`src/rtl/sprite_rom_arbiter.sv`:
```
// Round-robin arbiter sharing one sprite ROM among drawing engines,
// with burst locking, a burst cap and a 1-cycle tagged response path.
module sprite_rom_arbiter #(
  parameter int NUM_REQ   = 4,
  parameter int ADDR_W    = 9,
  parameter int DATA_W    = 24,
  parameter int MAX_BURST = 24,
  parameter int ID_W      = $clog2(NUM_REQ)
) (
  input  logic                      Clk,
  input  logic                      Reset_n,
  input  logic [NUM_REQ-1:0]        req,
  input  logic [NUM_REQ-1:0]        req_lock,
  input  logic [NUM_REQ*ADDR_W-1:0] req_addr,
  output logic [NUM_REQ-1:0]        gnt,
  output logic [ADDR_W-1:0]         rom_addr,
  input  logic [DATA_W-1:0]         rom_data,
  output logic                      rsp_valid,
  output logic [ID_W-1:0]           rsp_id,
  output logic [DATA_W-1:0]         rsp_data
);

  localparam int BC_W = $clog2(MAX_BURST + 1);

  typedef enum logic {
    ARB,
    LOCKED
  } state_e;

  state_e            state_q, state_d;
  logic [ID_W-1:0]   rr_ptr_q, rr_ptr_d;
  logic [ID_W-1:0]   owner_q, owner_d;
  logic [BC_W-1:0]   burst_q, burst_d;
  logic              v_q;
  logic [ID_W-1:0]   id_q;

  logic              arb_found;
  logic [ID_W-1:0]   arb_idx;
  logic              gnt_vld;
  logic              gnt_act;
  logic [ID_W-1:0]   gnt_idx;
  logic [BC_W-1:0]   burst_inc;

  function automatic logic [ID_W-1:0] nxt_ptr(
    input logic [ID_W-1:0] i
  );
    if (int'(i) == NUM_REQ - 1)
      return '0;
    return i + 1'b1;
  endfunction

  // Rotating priority scan starting at rr_ptr_q
  always_comb begin
    logic [ID_W:0] pos;
    arb_found = 1'b0;
    arb_idx   = '0;
    for (int k = 0; k < NUM_REQ; k++) begin
      pos = {1'b0, rr_ptr_q} + (ID_W+1)'(k);
      if (pos >= (ID_W+1)'(NUM_REQ))
        pos = pos - (ID_W+1)'(NUM_REQ);
      if (!arb_found && req[pos[ID_W-1:0]]) begin
        arb_found = 1'b1;
        arb_idx   = pos[ID_W-1:0];
      end
    end
  end

  assign burst_inc = burst_q + 1'b1;

  always_comb begin
    state_d  = state_q;
    rr_ptr_d = rr_ptr_q;
    owner_d  = owner_q;
    burst_d  = burst_q;
    gnt_vld  = 1'b0;
    gnt_idx  = '0;
    unique case (state_q)
      ARB: begin
        if (arb_found) begin
          gnt_vld  = 1'b1;
          gnt_idx  = arb_idx;
          rr_ptr_d = nxt_ptr(arb_idx);
          if (req_lock[arb_idx] && (MAX_BURST > 1)) begin
            state_d = LOCKED;
            owner_d = arb_idx;
            burst_d = BC_W'(1);
          end
        end
      end
      LOCKED: begin
        if (req[owner_q]) begin
          gnt_vld  = 1'b1;
          gnt_idx  = owner_q;
          rr_ptr_d = nxt_ptr(owner_q);
          burst_d  = burst_inc;
          if (!req_lock[owner_q] ||
              burst_inc >= BC_W'(MAX_BURST)) begin
            state_d = ARB;
            burst_d = '0;
          end
        end else begin
          state_d = ARB;
          burst_d = '0;
        end
      end
      default: state_d = ARB;
    endcase
  end

  // Outputs held quiet while reset is asserted
  assign gnt_act  = gnt_vld & Reset_n;
  assign gnt      = gnt_act ? (NUM_REQ'(1) << gnt_idx) : '0;
  assign rom_addr = gnt_act ? req_addr[gnt_idx*ADDR_W +: ADDR_W]
                            : '0;

  always_ff @(posedge Clk or negedge Reset_n) begin
    if (!Reset_n) begin
      state_q  <= ARB;
      rr_ptr_q <= '0;
      owner_q  <= '0;
      burst_q  <= '0;
      v_q      <= 1'b0;
      id_q     <= '0;
    end else begin
      state_q  <= state_d;
      rr_ptr_q <= rr_ptr_d;
      owner_q  <= owner_d;
      burst_q  <= burst_d;
      v_q      <= gnt_act;
      id_q     <= gnt_act ? gnt_idx : '0;
    end
  end

  assign rsp_valid = v_q;
  assign rsp_id    = id_q;
  assign rsp_data  = v_q ? rom_data : '0;

endmodule

```
`config.mk`:
```
export PLATFORM = sky130hd
export DESIGN_NAME = sprite_rom_arbiter
export DESIGN_NICKNAME = d
export VERILOG_FILES = /design/src/rtl/sprite_rom_arbiter.sv
export SDC_FILE = /design/constraint.sdc
export NUM_CORES = 1
export LEC_CHECK = 0
export CORE_MARGIN = 2
export CORE_UTILIZATION = 26
export CTS_BUF_LIST = sky130_fd_sc_hd__clkbuf_16
export DETAILED_ROUTE_END_ITERATION = 7
export MAX_ROUTING_LAYER = met4
export PLACE_DENSITY = 0.66
export SLEW_MARGIN = 20
export SYNTH_ARGS = -nofsm -noshare
export SYNTH_HDL_FRONTEND = slang
export SYNTH_SLANG_ARGS = --single-unit
```
`constraint.sdc`:
```
create_clock -name Clk -period 2.85 [get_ports Clk]
set_input_delay 0.57 -clock Clk [delete_from_list [all_inputs] [get_ports Clk]]
set_output_delay 0.57 -clock Clk [all_outputs]
set_load 0.01 [all_outputs]
```
# == Word-level counts from Yosys, hierarchy flattened ==
# Index checks and enable logic that the tools add are counted.
# op_classes
addsub,10
multipliers,1
n_lt_le_gt_ge,11
eq_ne,5
shifts,2
muxes,59
bitwise_logic,2
n_reduce_logical,11
# op_table
operator,n
$shiftx 36x7->9,1
$mux 2,17
$mux 24,1
$mux 1,23
$mux 5,4
$lt 2x3->1 const B,6
$bmux 1 s2,7
$pmux 5 s2,1
$ge 3x3->1 const B,3
$mux 9,1
$pmux 2 s2,2
$sub 2x1->2 const B,4
$add 2x2->3 const B,2
$mul 2x4->6 const B,1
$add 5x1->5 const B,1
$ge 5x5->1 const B,1
$add 2x1->2 const B,2
$eq 2x1->1 const B,2
$logic_not 1->1,4
$mux 4,1
$ne 2x2->1 const B,2
$pmux 1 s2,2
$reduce_and 2->1,2
$shl 1x2->4 const A,1
8 further kinds,10
# word_totals
regBits,13
in_bits,70

# == Depth between registers and ports, before layout ==
# Gate-level depths: netlist of the first run.
# logic_depth
word_depth,21
ltp_mapped,7
mapped_depth_nobuf,7

# == Worst setup path before layout of the first run ==
# No wires, ideal clock.
# synth_timing
kind,input-to-output
startpoint,in req[3]
endpoint,out rom_addr[2]
arrival_time_ns,1.913
required_ns,2.280
path_slack_ns,0.367
stages,7
n_path_buf,1
cell_sequence,nand2b_1 a211oi_2 nor3_2 o21bai_4 buf_6 mux2i_1 o22ai_1
# synth_via
elab_chain_len,17
# synth_rtl
element,line,rtl
start: declaration,12,"input logic [NUM_REQ-1:0] req,"
$bmux 1 s2,61,if (!arb_found && req[pos[ID_W-1:0]]) begin
$mux 1 (not written as such),61,
$mux 1,61,
$logic_not 1->1,61,
$logic_and 1x1->1,61,
$mux 1,61,
$logic_not 1->1,61,
$logic_and 1x1->1,61,
$mux 1,61,
$logic_not 1->1,61,
$logic_and 1x1->1,61,
$mux 2 / $mux 1 (equally long branches),61,
$mux 2,79,if (arb_found) begin
$pmux 2 s2,77,unique case (state_q)
$mul 2x4->6,113,assign rom_addr = gnt_act ? req_addr[gnt_idx*ADDR_W +: ADDR_W]
$shiftx 36x7->9,113,
$mux 9 *,113,
end: declaration,16,"output logic [ADDR_W-1:0] rom_addr,"
# Mark *: on every way between the ends. The rest lies on a longest branch, timed or not. The select of a mux whose other input is x is not followed.

# == Worst setup path after layout of the first run ==
# layout_timing
startpoint,in req[3]
endpoint,out gnt[0]
# layout_via
elab_chain_len,16
# layout_rtl
element,line,rtl
$bmux 1 s2,61,
$mux 1 (not written as such),61,
$mux 1,61,
$logic_not 1->1,61,
$logic_and 1x1->1,61,
$mux 1,61,
$logic_not 1->1,61,
$logic_and 1x1->1,61,
$mux 1,61,
$logic_not 1->1,61,
$logic_and 1x1->1,61,
$mux 2 / $mux 1 (equally long branches),61,
$mux 2 / $mux 1 (equally long branches),79,
$pmux 2 s2 / $pmux 1 s2 (equally long branches),77,
$shl 1x2->4 / $and 1x1->1 (equally long branches),"112, 111",
$mux 4 *,112,assign gnt = gnt_act ? (NUM_REQ'(1) << gnt_idx) : '0;
end: declaration,15,"output logic [NUM_REQ-1:0] gnt,"
# Marked as above.

==> flow_summary.json, run 1 <==
{
  "status": "finished clean",
  "syn_inst": 156,
  "clockRootBuffer": "clkbuf_16",
  "path_clk_slew_ps": 50,
  "cts_hold_buf": 0,
  "p_per_area_nw_per_um2": 824,
  "cts.sinks": 13,
  "yosysTopAreaCell": "dfrtp_1",
  "io_buffers": 109,
  "comb_power_share_pct": 74.5,
  "critPathCaptureType": "output pin",
  "wire_per_inst_um": 13.7,
  "antenna_found_initial": 0,
  "synth_nets": 228,
  "slew_violations": 0,
  "required_ps": 2280,
  "skew_ps": 0.698,
  "fp.dieW_um": 76.4,
  "ys_ff_latch": 13,
  "drcViolationCount": 0,
  "clockBufferDepth": 2,
  "drt-vias-per-instance": 4.75,
  "finalCritPeriodShare_pct": 98.6,
  "antenna_left": 0,
  "critPathKind": "input port to output pin",
  "dp.cells": 352,
  "netlist_top_cells_area": "dfrtp_1, mux2i_1, and2_1",
  "fin_hold_ws_ps": 574,
  "drive_above_1_share_pct": 28.8,
  "fin_cells": 382,
  "cts_max_level": 1,
  "r2r_slack_ps": 290,
  "p_leak_nw": 1.33,
  "placementRows": 26,
  "grt_pass1_vias": 1776,
  "synth.distinct_cells": 41,
  "ir_worst_vdd_mv": 0.403,
  "track_usage_pct": 17.8,
  "synth_warnings": 0,
  "synth-seq-area-share_pct": 23.9,
  "drt_iter0_drc": 64,
  "finalHoldViolCount": 0,
  "worstReg2RegStart": "rr_ptr_q[1]",
  "io_pins": 110,
  "grt_max_degree": 26,
  "die-area_um2": 5840,
  "drt_wl_total_mm": 5.22,
  "fill_cells": 440,
  "hp-start": "burst_q[4]",
  "syn_area_um2": 1360,
  "r2r_cells": 12,
  "p_int_mw": 1.54,
  "async_flop_share_pct": 100,
  "synthFlopType": "dfrtp_1",
  "area_growth_pct": 124,
  "vias": 1816,
  "antenna_cells": 0,
  "maxCapViolCount": 0,
  "cp.arrival_ps": 2240,
  "min_path_cells": 1,
  "tightestPinTransition_ps": 512,
  "synth.top_cell.area_share_pct": 23.9,
  "gp_congestion": 0.854,
  "r2r_end": "owner_q[0]",
  "layout.nets": 385,
  "hp-class": "flip-flop to flip-flop",
  "grt_pass1_wl_mm": 8.24,
  "cts_tree": "done",
  "initial_core_util_pct": 26.9,
  "multi_input_area_um2": 1130,
  "power_frac_clock_pct": 11.0,
  "avgSynthCellArea_um2": 8.74,
  "setup_viol": 0,
  "clkLatencyLatePin_ps": 250,
  "cp_max_fo": 5,
  "grt_overflow": 0,
  "regArea_um2": 325,
  "critPathLaunchType": "input port",
  "max_freq_mhz": 356,
  "maxSlewHeadroom_pct": 65.9,
  "dp.final_hpwl_mm": 3.70,
  "synth_edf_count": 0,
  "core_um2": 5070,
  "pwr-share-seq_pct": 14.6,
  "sw_frac_of_total_pct": 38.8,
  "fin_crit_ps": 2810,
  "switchingPower_mw": 0.976,
  "die_h_um": 76.4,
  "min_to": "burst_q[4]",
  "first_pass_iters": 4,
  "cts-buffers-inserted": 3
}
## layer usage
metal / share of wire (%) / track usage [%]
met1: 40 / 20.2
met2: 48 / 30.7
met3: 10 / 5.57
met4: 0.92 / 3.82
met5: 0 / -
## kinds of logic after synthesis
kind of cell / Yosys count / synth area share, %
compound gates: 40 / 22.2
xor+xnor: 1 / 0.642
fa+ha+maj: 2 / 1.83
buf+inv: 10 / 4.04
flops: 13 / 23.9
mux: 27 / 21.2
simple gates: 63 / 26.2
## area by class of cell
| class | count | share of cell area (%) |
|---|---|---|
| repair buffers | 155 | 46.3 |
| multi-input cells | 136 | 37.1 |
| flip-flops and latches | 13 | 10.7 |
| well taps | 70 | 2.87 |
| clock buffers | 3 | 2.46 |
| inverters | 4 | 0.492 |
| clock inverters | 1 | 0.164 |
## cells in the final DEF (no fill, tap or decap), types with 3 or more instances in the layout
cell,instances
a21oi_1,3
a21oi_2,4
and2_1,26
buf_2,10
buf_4,36
buf_6,10
clkbuf_16,3
clkdlybuf4s50_1,92
dfrtp_1,13
dlygate4sd2_1,3
inv_1,3
mux2i_1,20
nand2_1,9
nand2b_1,4
nor2_1,8
o211ai_1,4
o21ai_0,6
o21bai_4,3
o22ai_1,9
## state kept, by name (all words and copies together) (netlist names)
signal and flops:
owner_q 2, rsp_id 2, rsp_valid 1, rr_ptr_q 2
state_q 1, burst_q 5
## through the flow
step	total power, mW	cell area, µm²	setup TNS, ps	setup slack, ps	util (%)
floorplan	1.14	1360	0	367	-
global placement	1.79	2680	-8240	-714	52.7
detailed placement	1.80	2680	-8520	-744	52.7
CTS	2.45	3010	-24.2	-18.8	59.4
global route	2.68	3050	-2.84	-1.82	60.1
finish	2.51	3050	0	40.7	60.1
## critical path, cell delays in order
cell,delay (ps)
clkdlybuf4s15_2,230
nand2b_4,170
a211oi_4,290
nor3_4,100
buf_4,140
o21bai_2,230
buf_4,170
nor2_1,70
dlygate4sd2_1,260
## worst max path at each step
stage / startpoint / end / slack [ps]
5_1_grt: rr_ptr_q[1] / rom_addr[8] / -2
6_report: req[3] / gnt[0] / 40
2_1_floorplan: req[3] / rom_addr[2] / 370
3_5_place_dp: req[1] / rom_addr[8] / -740
3_3_place_gp: req[1] / rom_addr[8] / -710
4_1_cts: req[1] / rom_addr[8] / -20
## cells in the mapped netlist, drive strengths merged, types with 2 or more instances
library cell	instances
and2	26
a211oi	2
ha	2
o211ai	4
mux2i	24
nor3b	2
nor3	2
o22ai	10
buf	4
nor2	10
nand3	2
clkbuf	2
a21bo	2
o21ai	8
inv	4
nor2b	2
and3	2
dfrtp	13
nand2b	5
nand2	9
mux2	2
a22o	2
a21oi	7
## timing repair
item | CTS | global route
cloned | 3 | 0
gates resized for setup | 74 | 11
pin swaps | 7 | 4
setup buffers | 19 | 4
setup endpoints to repair | 13 | 13
## power groups by stage
stage	registers, mW	logic [mW]	clock network (mW)
after CTS	0.364	1.80	0.280
after global placement	0.345	1.44	0
after floorplan	0.325	0.819	0
final	0.366	1.87	0.276
after global routing	0.380	2.01	0.292
after detailed placement	0.348	1.45	0
Power figures use the tool's default switching activity.
==> run 2: changes to the inputs <==
Settings changed: PLACE_DENSITY 0.66 to 0.72.
==> run 2 against run 1 <==
  * Combinational power fell by 12%
  * Utilization decreased by 3.0 points
  * Largest power group unchanged
  * Largest cell class unchanged
  * Highest routed layer unchanged
  * Sequential power down 1%
  * Sequential share of layout area up 0.61 points
==> flow_summary.json, run 2 (synthesis gave the netlist of run 1 again) <==
{
  "die-area_um2": 5840,
  "cts_hold_buf": 0,
  "drt_iter0_drc": 26,
  "clockRootBuffer": "clkbuf_16",
  "worstReg2RegStart": "rr_ptr_q[1]",
  "cts.sinks": 13,
  "hp-start": "burst_q[1]",
  "cp.arrival_ps": 2210,
  "tightestPinTransition_ps": 490,
  "drt-vias-per-instance": 4.81,
  "p_leak_nw": 1.24,
  "cp_max_fo": 12,
  "max_freq_mhz": 359,
  "status": "finished clean",
  "place_area_um2": 2670,
  "cts_tree": "done",
  "rsz0062_at_grt": "no",
  "maxSlewHeadroom_pct": 67.4,
  "area_growth_pct": 112,
  "vias": 1750,
  "core_um2": 5070,
  "grt_pass1_vias": 1702,
  "skew_ps": 1.88,
  "critPathKind": "input port to output pin",
  "endpoint": "gnt[1]",
  "clockBufferDepth": 2,
  "layout.nets": 367,
  "slew_violations": 0,
  "clkLatencyLatePin_ps": 240,
  "drt_wl_total_mm": 4.91,
  "io_pins": 110,
  "fp.dieW_um": 76.4,
  "cts-buffers-inserted": 3,
  "finalCritPeriodShare_pct": 97.7,
  "largest_reg_flops": 5,
  "io_buffers": 109,
  "critPathCaptureType": "output pin",
  "critPathLaunch": "req[0]",
  "setup_slack_ps": 65.8,
  "maxCapViolCount": 0,
  "dp.final_hpwl_mm": 3.77,
  "grt_max_degree": 26,
  "ir_worst_vdd_mv": 0.594,
  "gp_congestion": 0.851,
  "grt_pass1_wl_mm": 8.02,
  "cts_max_level": 1,
  "wire_per_inst_um": 13.5,
  "final_area_um2": 2900,
  "grt_overflow": 0,
  "p_per_area_nw_per_um2": 784,
  "drive_above_1_share_pct": 26.2,
  "final_cell_mix": "clkdlybuf4s50_1, and2_1, buf_4",
  "die_h_um": 76.4,
  "r2r_end": "owner_q[0]",
  "required_ps": 2280,
  "placementRows": 26,
  "finish.utilization_pct": 57.1,
  "top_register": "burst_q",
  "r2r_cells": 7,
  "drcViolationCount": 0,
  "fin_crit_ps": 2780,
  "dpl_worst_slack_ps": -756,
  "critPathLaunchType": "input port",
  "antenna_left": 0,
  "final_common_cell": "clkdlybuf4s50_1",
  "initial_core_util_pct": 26.9,
  "hp-class": "flip-flop to flip-flop",
  "first_pass_iters": 4,
  "track_usage_pct": 17.5,
  "r2r_slack_ps": 790,
  "path_clk_slew_ps": 40,
  "antenna_cells": 0,
  "antenna_found_initial": 0,
  "finalHoldViolCount": 0,
  "setup_viol": 0
}
==> run 2: changes by cell type in the layout (fill, tap and decap cells not counted), sizes merged <==
cell           before  now
clkdlybuf4s15       2    1
o21bai              4    3
dlygate4sd2         3    2
clkbuf              5   13
buf                56   33
==> run 2: final cells by class <==
type / count / area, µm²
clock inverters: 1 / 5.00
clock buffers: 3 / 75.1
fillers: 454 / 2180
inverters: 4 / 15.0
well taps: 70 / 87.6
multi-input cells: 135 / 1120
flip-flops and latches: 13 / 327
repair buffers: 138 / 1270
==> run 2: what timing repair did <==
item,4_1_cts,5_1_grt
endpoints found under the setup margin,13,13
resized for setup,60,24
buffers inserted,8,0
pin swaps,5,5
gates cloned,2,1
==> run 2: how the worst min path moves through the flow <==
stage	end	slack (ps)	cells past startpoint
CTS	burst_q[1]	550	1
detailed placement	burst_q[1]	540	1
floorplan	burst_q[0]	270	0
finish	burst_q[1]	550	1
global route	burst_q[2]	600	1
global placement	burst_q[1]	540	1
==> run 2: stage by stage <==
stage / hold slack [ps] / cells / total power [mW] / setup TNS [ps]
floorplan: 274 / 156 / 1.14 / 0
global placement: 544 / 349 / 1.77 / -8620
detailed placement: 537 / 349 / 1.79 / -8820
CTS: 554 / 363 / 2.26 / 0
global route: 604 / 364 / 2.43 / 0
finish: 554 / 364 / 2.27 / 0
==> run 2: critical path, stage by stage <==
cell             delay [ps]
clkdlybuf4s15_1         200
buf_6                   130
buf_4                   140
mux2i_2                 180
o22ai_2                 140
a21oi_2                 210
nand2b_1                180
buf_12                  140
nor2_1                   50
dlygate4sd2_1           270
==> run 2: power by group <==
group          internal, mW  switching, mW  total [mW]
Sequential            0.254          0.107       0.361
Combinational         0.922          0.721        1.64
Clock                 0.187         0.0802       0.267
Total                  1.36          0.908        2.27
==> run 2: layer usage <==
metal	vias up	share of wire [%]	track usage, %
met4	0	2.3	5.82
li1	850	-	-
met2	107	47	30.3
met3	9	10	5.69
met5	-	0	-
met1	784	40	19.0
